File: src/rtl/memory_arbiter_if.sv
// Shared handshake bundle between the fetch port, the data port, the memory
// port and the arbiter that sits between them.
//   master : arbiter view (grants/responses and memory request are outputs)
//   slave  : environment view (requesters and memory model)
interface memory_arbiter_if;
   logic        i_req;
   logic [31:0] i_addr;
   logic        i_gnt;
   logic        i_rvalid;
   logic [31:0] i_rdata;

   logic        d_req;
   logic        d_we;
   logic [31:0] d_addr;
   logic [31:0] d_wdata;
   logic [2:0]  d_funct3;
   logic        d_gnt;
   logic        d_rvalid;
   logic [31:0] d_rdata;

   logic        m_req;
   logic        m_we;
   logic [31:0] m_addr;
   logic [31:0] m_wdata;
   logic [2:0]  m_funct3;
   logic        m_ready;
   logic        m_rvalid;
   logic [31:0] m_rdata;

   modport master (
      input  i_req, i_addr,
      output i_gnt, i_rvalid, i_rdata,
      input  d_req, d_we, d_addr, d_wdata, d_funct3,
      output d_gnt, d_rvalid, d_rdata,
      output m_req, m_we, m_addr, m_wdata, m_funct3,
      input  m_ready, m_rvalid, m_rdata
   );

   modport slave (
      output i_req, i_addr,
      input  i_gnt, i_rvalid, i_rdata,
      output d_req, d_we, d_addr, d_wdata, d_funct3,
      input  d_gnt, d_rvalid, d_rdata,
      input  m_req, m_we, m_addr, m_wdata, m_funct3,
      output m_ready, m_rvalid, m_rdata
   );
endinterface

File: src/rtl/memory_arbiter.sv
// Two-port (fetch / data) arbiter in front of a single memory port with at
// most one outstanding transaction and a wait-cycle timeout.
// Optional build macro ARB_ROUND_ROBIN_EN: alternate winners when both ports
// request; otherwise data always beats fetch.
//
// state | meaning
// ------+----------------------------------------------------------------
// IDLE  | no transaction; grant a winner combinationally and latch it
// ISSUE | m_req driven from latched fields until m_ready
// WAIT  | request accepted; wait for m_rvalid or timeout
module memory_arbiter #(
   parameter int unsigned TIMEOUT_CYCLES = 16
) (
   input  logic             clk,
   input  logic             reset,
   memory_arbiter_if.master bus,
   output logic             busy,
   output logic             bus_err
);

   typedef enum logic [1:0] {IDLE, ISSUE, WAIT} state_t;

   localparam logic       OWN_I  = 1'b0;
   localparam logic       OWN_D  = 1'b1;
   localparam logic [4:0] TO_CNT = 5'(TIMEOUT_CYCLES);

   state_t      state_q, state_d;
   logic [4:0]  cnt_q, cnt_d;
   logic        owner_q, owner_d;
   logic        last_owner_q, last_owner_d;
   logic        bus_err_q, bus_err_d;
   logic        m_we_q, m_we_d;
   logic [31:0] m_addr_q, m_addr_d;
   logic [31:0] m_wdata_q, m_wdata_d;
   logic [2:0]  m_funct3_q, m_funct3_d;

   logic        grant_i, grant_d;
   logic        done, abort;
   logic [31:0] rsp_data;

   // Winner selection, only meaningful in IDLE and suppressed during reset
   always_comb begin
      grant_i = 1'b0;
      grant_d = 1'b0;
      if (state_q == IDLE && !reset) begin
`ifdef ARB_ROUND_ROBIN_EN
         if (bus.i_req && bus.d_req) begin
            grant_i = (last_owner_q == OWN_D);
            grant_d = (last_owner_q == OWN_I);
         end else begin
            grant_i = bus.i_req;
            grant_d = bus.d_req;
         end
`else
         grant_d = bus.d_req;
         grant_i = bus.i_req && !bus.d_req;
`endif
      end
   end

   // Next-state, field latching, completion and timeout decisions
   always_comb begin
      state_d      = state_q;
      cnt_d        = cnt_q;
      owner_d      = owner_q;
      last_owner_d = last_owner_q;
      bus_err_d    = bus_err_q;
      m_we_d       = m_we_q;
      m_addr_d     = m_addr_q;
      m_wdata_d    = m_wdata_q;
      m_funct3_d   = m_funct3_q;
      done         = 1'b0;
      abort        = 1'b0;
      rsp_data     = '0;
      unique case (state_q)
         IDLE: begin
            if (grant_d) begin
               state_d    = ISSUE;
               cnt_d      = '0;
               owner_d    = OWN_D;
               m_we_d     = bus.d_we;
               m_addr_d   = bus.d_addr;
               m_wdata_d  = bus.d_wdata;
               m_funct3_d = bus.d_funct3;
            end else if (grant_i) begin
               state_d    = ISSUE;
               cnt_d      = '0;
               owner_d    = OWN_I;
               m_we_d     = 1'b0;
               m_addr_d   = bus.i_addr;
               m_wdata_d  = '0;
               m_funct3_d = 3'b010;
            end
         end
         ISSUE: begin
            cnt_d = cnt_q + 5'd1;
            // a response seen before acceptance is not ours and is dropped
            if (cnt_q == TO_CNT) begin
               abort = 1'b1;
            end else if (bus.m_ready) begin
               state_d = WAIT;
            end
         end
         WAIT: begin
            cnt_d = cnt_q + 5'd1;
            // a response on the timeout cycle still counts as a completion
            if (bus.m_rvalid) begin
               done     = 1'b1;
               rsp_data = bus.m_rdata;
            end else if (cnt_q == TO_CNT) begin
               abort = 1'b1;
            end
         end
         default: state_d = IDLE;
      endcase
      if (done || abort) begin
         state_d      = IDLE;
         last_owner_d = owner_q;
      end
      if (abort) begin
         bus_err_d = 1'b1;
      end
   end

   // State and datapath registers with synchronous reset
   always_ff @(posedge clk) begin
      if (reset) begin
         state_q      <= IDLE;
         cnt_q        <= '0;
         owner_q      <= OWN_I;
         last_owner_q <= OWN_I;
         bus_err_q    <= 1'b0;
         m_we_q       <= 1'b0;
         m_addr_q     <= '0;
         m_wdata_q    <= '0;
         m_funct3_q   <= '0;
      end else begin
         state_q      <= state_d;
         cnt_q        <= cnt_d;
         owner_q      <= owner_d;
         last_owner_q <= last_owner_d;
         bus_err_q    <= bus_err_d;
         m_we_q       <= m_we_d;
         m_addr_q     <= m_addr_d;
         m_wdata_q    <= m_wdata_d;
         m_funct3_q   <= m_funct3_d;
      end
   end

   // Handshake outputs; reset masks every pulse so an aborted transfer stays silent
   always_comb begin
      bus.i_gnt    = grant_i;
      bus.d_gnt    = grant_d;
      bus.i_rvalid = !reset && (done || abort) && (owner_q == OWN_I);
      bus.d_rvalid = !reset && (done || abort) && (owner_q == OWN_D);
      bus.i_rdata  = (owner_q == OWN_I) ? rsp_data : '0;
      bus.d_rdata  = (owner_q == OWN_D) ? rsp_data : '0;
      bus.m_req    = !reset && (state_q == ISSUE);
      bus.m_we     = m_we_q;
      bus.m_addr   = m_addr_q;
      bus.m_wdata  = m_wdata_q;
      bus.m_funct3 = m_funct3_q;
      busy         = !reset && (state_q != IDLE);
      bus_err      = bus_err_q;
   end

endmodule

File: src/flat_wrapper.sv
// flat-port wrapper written by rule: the top's interface ports become plain ports
module memory_arbiter_flat 
#(
   parameter int unsigned TIMEOUT_CYCLES = 16
)
  (clk, reset, busy, bus_err, bus_i_req, bus_i_addr, bus_i_gnt, bus_i_rvalid, bus_i_rdata, bus_d_req, bus_d_we, bus_d_addr, bus_d_wdata, bus_d_funct3, bus_d_gnt, bus_d_rvalid, bus_d_rdata, bus_m_req, bus_m_we, bus_m_addr, bus_m_wdata, bus_m_funct3, bus_m_ready, bus_m_rvalid, bus_m_rdata);
  memory_arbiter_if bus_i ();
  input  logic clk;
  input  logic reset;
  output logic busy;
  output logic bus_err;
  input wire logic [$bits(bus_i.i_req)-1:0] bus_i_req;
  input wire logic [$bits(bus_i.i_addr)-1:0] bus_i_addr;
  output wire logic [$bits(bus_i.i_gnt)-1:0] bus_i_gnt;
  output wire logic [$bits(bus_i.i_rvalid)-1:0] bus_i_rvalid;
  output wire logic [$bits(bus_i.i_rdata)-1:0] bus_i_rdata;
  input wire logic [$bits(bus_i.d_req)-1:0] bus_d_req;
  input wire logic [$bits(bus_i.d_we)-1:0] bus_d_we;
  input wire logic [$bits(bus_i.d_addr)-1:0] bus_d_addr;
  input wire logic [$bits(bus_i.d_wdata)-1:0] bus_d_wdata;
  input wire logic [$bits(bus_i.d_funct3)-1:0] bus_d_funct3;
  output wire logic [$bits(bus_i.d_gnt)-1:0] bus_d_gnt;
  output wire logic [$bits(bus_i.d_rvalid)-1:0] bus_d_rvalid;
  output wire logic [$bits(bus_i.d_rdata)-1:0] bus_d_rdata;
  output wire logic [$bits(bus_i.m_req)-1:0] bus_m_req;
  output wire logic [$bits(bus_i.m_we)-1:0] bus_m_we;
  output wire logic [$bits(bus_i.m_addr)-1:0] bus_m_addr;
  output wire logic [$bits(bus_i.m_wdata)-1:0] bus_m_wdata;
  output wire logic [$bits(bus_i.m_funct3)-1:0] bus_m_funct3;
  input wire logic [$bits(bus_i.m_ready)-1:0] bus_m_ready;
  input wire logic [$bits(bus_i.m_rvalid)-1:0] bus_m_rvalid;
  input wire logic [$bits(bus_i.m_rdata)-1:0] bus_m_rdata;
  assign bus_i.i_req = bus_i_req;
  assign bus_i.i_addr = bus_i_addr;
  assign bus_i_gnt = bus_i.i_gnt;
  assign bus_i_rvalid = bus_i.i_rvalid;
  assign bus_i_rdata = bus_i.i_rdata;
  assign bus_i.d_req = bus_d_req;
  assign bus_i.d_we = bus_d_we;
  assign bus_i.d_addr = bus_d_addr;
  assign bus_i.d_wdata = bus_d_wdata;
  assign bus_i.d_funct3 = bus_d_funct3;
  assign bus_d_gnt = bus_i.d_gnt;
  assign bus_d_rvalid = bus_i.d_rvalid;
  assign bus_d_rdata = bus_i.d_rdata;
  assign bus_m_req = bus_i.m_req;
  assign bus_m_we = bus_i.m_we;
  assign bus_m_addr = bus_i.m_addr;
  assign bus_m_wdata = bus_i.m_wdata;
  assign bus_m_funct3 = bus_i.m_funct3;
  assign bus_i.m_ready = bus_m_ready;
  assign bus_i.m_rvalid = bus_m_rvalid;
  assign bus_i.m_rdata = bus_m_rdata;
  memory_arbiter #(.TIMEOUT_CYCLES(TIMEOUT_CYCLES)) u_core (.clk(clk), .reset(reset), .bus(bus_i), .busy(busy), .bus_err(bus_err));
endmodule
File: config.mk
export PLATFORM = sky130hd
export DESIGN_NAME = memory_arbiter_flat
export DESIGN_NICKNAME = d
export VERILOG_FILES = /design/src/rtl/memory_arbiter_if.sv /design/src/rtl/memory_arbiter.sv /design/src/flat_wrapper.sv
export SDC_FILE = /design/constraint.sdc
export NUM_CORES = 1
export LEC_CHECK = 0
export CAP_MARGIN = 25
export CORE_UTILIZATION = 31
export DETAILED_ROUTE_END_ITERATION = 12
export HOLD_SLACK_MARGIN = 0.06
export PLACE_DENSITY = 0.76
export SLEW_MARGIN = 20
export SYNTH_ARGS = -nofsm -noshare
export SYNTH_HDL_FRONTEND = slang
export SYNTH_SLANG_ARGS = --single-unit
File: constraint.sdc
create_clock -name clk -period 1.9 [get_ports clk]
set_input_delay 0.475 -clock clk [delete_from_list [all_inputs] [get_ports clk]]
set_output_delay 0.475 -clock clk [all_outputs]
set_load 0.05 [all_outputs]
==> flow_metrics.tcl <==
set metrics [dict create \
    yosys.cell_types.count 36 \
    die_width_um 113 \
    grt_pass1_vias 4649 \
    synth.avg_cell_area_sq_um 8.61 \
    yosys_warnings 0 \
    clock-root-buffer "clkbuf_16" \
    cp_max_fo 3 \
    cts_buffers 9 \
    cts.sinks 77 \
    synth_top_family_by_area "simple AND/OR/NAND/NOR gates" \
    cts_max_level 3 \
    p_seq_share_pct 25.9 \
    fin_area_sq_mm 0.00839 \
    synthMuxAreaShare_pct 0.262 \
    clk_path_buf_depth 2 \
    setup_violations 66 \
    synth-compound-area-share_pct 22.4 \
    globalplace.congestion 0.932 \
    wl_per_cell_um 18.7 \
    worst_slew_pin_slew_ns 0.546 \
    grt_usage_pct 25.9 \
    layout-drive-gt1-share_pct 43.9 \
    end_kind "output port" \
    hp-class "register to register" \
    synth_edf_count 0 \
    area_growth_pct 120 \
    holdWs_ns 0.497 \
    slew_viol_final 0 \
    synth_seq_cells 77 \
    cp.arrival_ns 1.93 \
    cell_internal_pwr_w 0.00475 \
    layout_commonest_cell "clkdlybuf4s50_1" \
    grt_pass1_wl_um 25300 \
    antenna_found_initial 6 \
    worstSkewPairLatency_ns 0.33 \
    dp_hpwl_um 11600 \
    worstPathRequired_ns 1.42 \
    r2r_end "u_core.state_q[1]" \
    place_area_sq_mm 0.00748 \
    p_leak_nw 3.46 \
    startpoint "u_core.cnt_q[0]" \
    die_h_um 113 \
    min_period_ns 2.41 \
    vdd_drop_max_mv 0.648 \
    tritoncts "yes" \
    core_area_sq_mm 0.0120 \
    max_clock_freq_mhz 416 \
    initial_utilization_pct 31.8 \
    setup_tns_ns -17.87 \
    max_slew_margin_pct 63.5 \
    ys_seq_area_share_pct 40.4 \
    critPathCapture "bus_i_rvalid" \
    hold_viol_final 0 \
    async_reset_ff_share_pct 0 \
    vias 4522 \
    drt-initial-drc-count 188 \
    maxCapViolCount 0 \
    r2r_start "u_core.cnt_q[0]" \
    outcome "finished with violations" \
    first_pass_iters 4 \
    io_buffers 276 \
    synth_fa_ha_area_share_pct 2.62 \
    power.density_mw_per_mm2 939 \
    io_pins 277 \
    startpoint_type "register" \
    syn_area_sq_mm 0.00382 \
    design_power_total_w 0.00788 \
    switching_share_pct 39.7 \
    synth_nets 589 \
    clkTransAtPathRegs_ns 0.06 \
    overflow 0 \
    synthFlopType "dfxtp_1" \
    combPwrFrac_pct 50.7 \
    rows 40 \
    grt_max_degree 49 \
    die_area_sq_mm 0.0128 \
    route.antenna.remaining_nets 0 \
    violations "negative setup slack" \
    p_switching_w 0.00312 \
    postLayoutSetupSlackWorst_ns -0.506 \
    synth_xor_area_share_pct 0.918 \
    wirelength_um 17000 \
    clkPwrFrac_pct 23.4 \
    avgViaCountPerCell 4.99 \
    yosys.area_share.simple_pct 27.6 \
    layout_common_cells "clkdlybuf4s50_1, buf_4, nor2_1" \
    rsz0062_at_grt "true" \
    rrSetupSlack_ns 0.12 \
    post-route-period-util_pct 127 \
    reg2reg_depth 8 \
    drc 0 \
    worstSetupPathType "register to output port" \
    fin_nets 895 \
    cts_hold_buffers 0 \
    syn_inst 443 \
    skew_ns 0.0127 \
]
[state kept, by name, summed over array words and instances (netlist names)]
register             cells
u_core.bus.m_we          1
u_core.bus.m_addr       32
u_core.bus_err           1
u_core.owner_q           1
u_core.bus.m_funct3      3
u_core.state_q           2
u_core.bus.m_wdata      32
u_core.cnt_q             5
[power groups by stage]
| stage | combinational, W | clock, W | sequential [W] |
|---|---|---|---|
| floorplan | 0.00145 | 0 | 0.00281 |
| detailed placement | 0.00354 | 0 | 0.00205 |
| global placement | 0.00344 | 0 | 0.00204 |
| CTS | 0.00388 | 0.00188 | 0.00203 |
| finish | 0.00399 | 0.00184 | 0.00204 |
| global route | 0.00420 | 0.00197 | 0.00207 |
[worst min path at each step]
| stage | from | end | slack, ns | cells past startpoint |
|---|---|---|---|---|
| detailed placement | u_core.bus_err | u_core.bus_err | 0.47 | 2 |
| finish | u_core.bus.m_funct3[1] | u_core.bus.m_funct3[1] | 0.50 | 2 |
| floorplan | u_core.cnt_q[4] | u_core.cnt_q[4] | 0.48 | 2 |
| CTS | u_core.bus_err | u_core.bus_err | 0.48 | 2 |
| global route | u_core.bus.m_wdata[15] | u_core.bus.m_wdata[15] | 0.53 | 2 |
| global placement | u_core.bus_err | u_core.bus_err | 0.47 | 2 |
[worst max-delay path, stage by stage (launching register included)]
cell	delay, ns
dfxtp_2	0.32
inv_2	0.06
ha_4	0.13
and4bb_2	0.32
a21oi_2	0.11
or2_4	0.29
nor3_4	0.22
buf_12	0.16
[cells in the mapped netlist, drive strengths merged (4+ instances only)]
library cell	number	area share [%]
nand2	65	6.4
inv	8	0.79
nor2	79	7.8
nand3	4	0.52
clkbuf	20	2.0
buf	15	3.0
and2	64	10
ha	8	2.6
a21oi	6	0.79
xnor2	4	0.92
a22oi	35	6.9
dfxtp	77	40
a211oi	4	0.79
a311oi	32	12
[cell type report]
cell class	instances	area, sq um
clock inverter	6	86.3
tap	147	184
sequential	77	1550
timing repair buffer	329	3930
antenna	6	15.0
multi-input combinational	324	2350
fill	899	3620
clock buffer	10	239
inverter	8	40.0
[what timing repair did]
item,in CTS,in global routing
buffers inserted,11,5
gates cloned,9,0
gates resized for setup,90,11
endpoints found under the setup margin,115,75
pin swaps,50,13
[cells by family after synthesis]
logic type,count (synthesis)
AND/OR/NAND/NOR,222
XOR/XNOR,4
AO/OA/AOI/OAI,88
multiplexers,1
buffers and inverters,43
adder cells (fa/ha/maj),8
flip-flops,77
[stage by stage]
step                setup WS [ns]  util [%]  instances
floorplan                  -0.173         -        443
global placement           -0.627      62.2        862
detailed placement         -0.449      62.2        862
CTS                        -0.447      69.1        898
global route               -0.541      69.9        907
finish                     -0.506      69.9        907
[routing by layer]
metal / track usage (%) / share of wire, %
met1: 26.3 / 36
met2: 49.5 / 55
met3: 5.52 / 5.7
met4: 13.5 / 3.7
met5: 0 / 0
No activity file was read; power rests on OpenSTA's default activity.
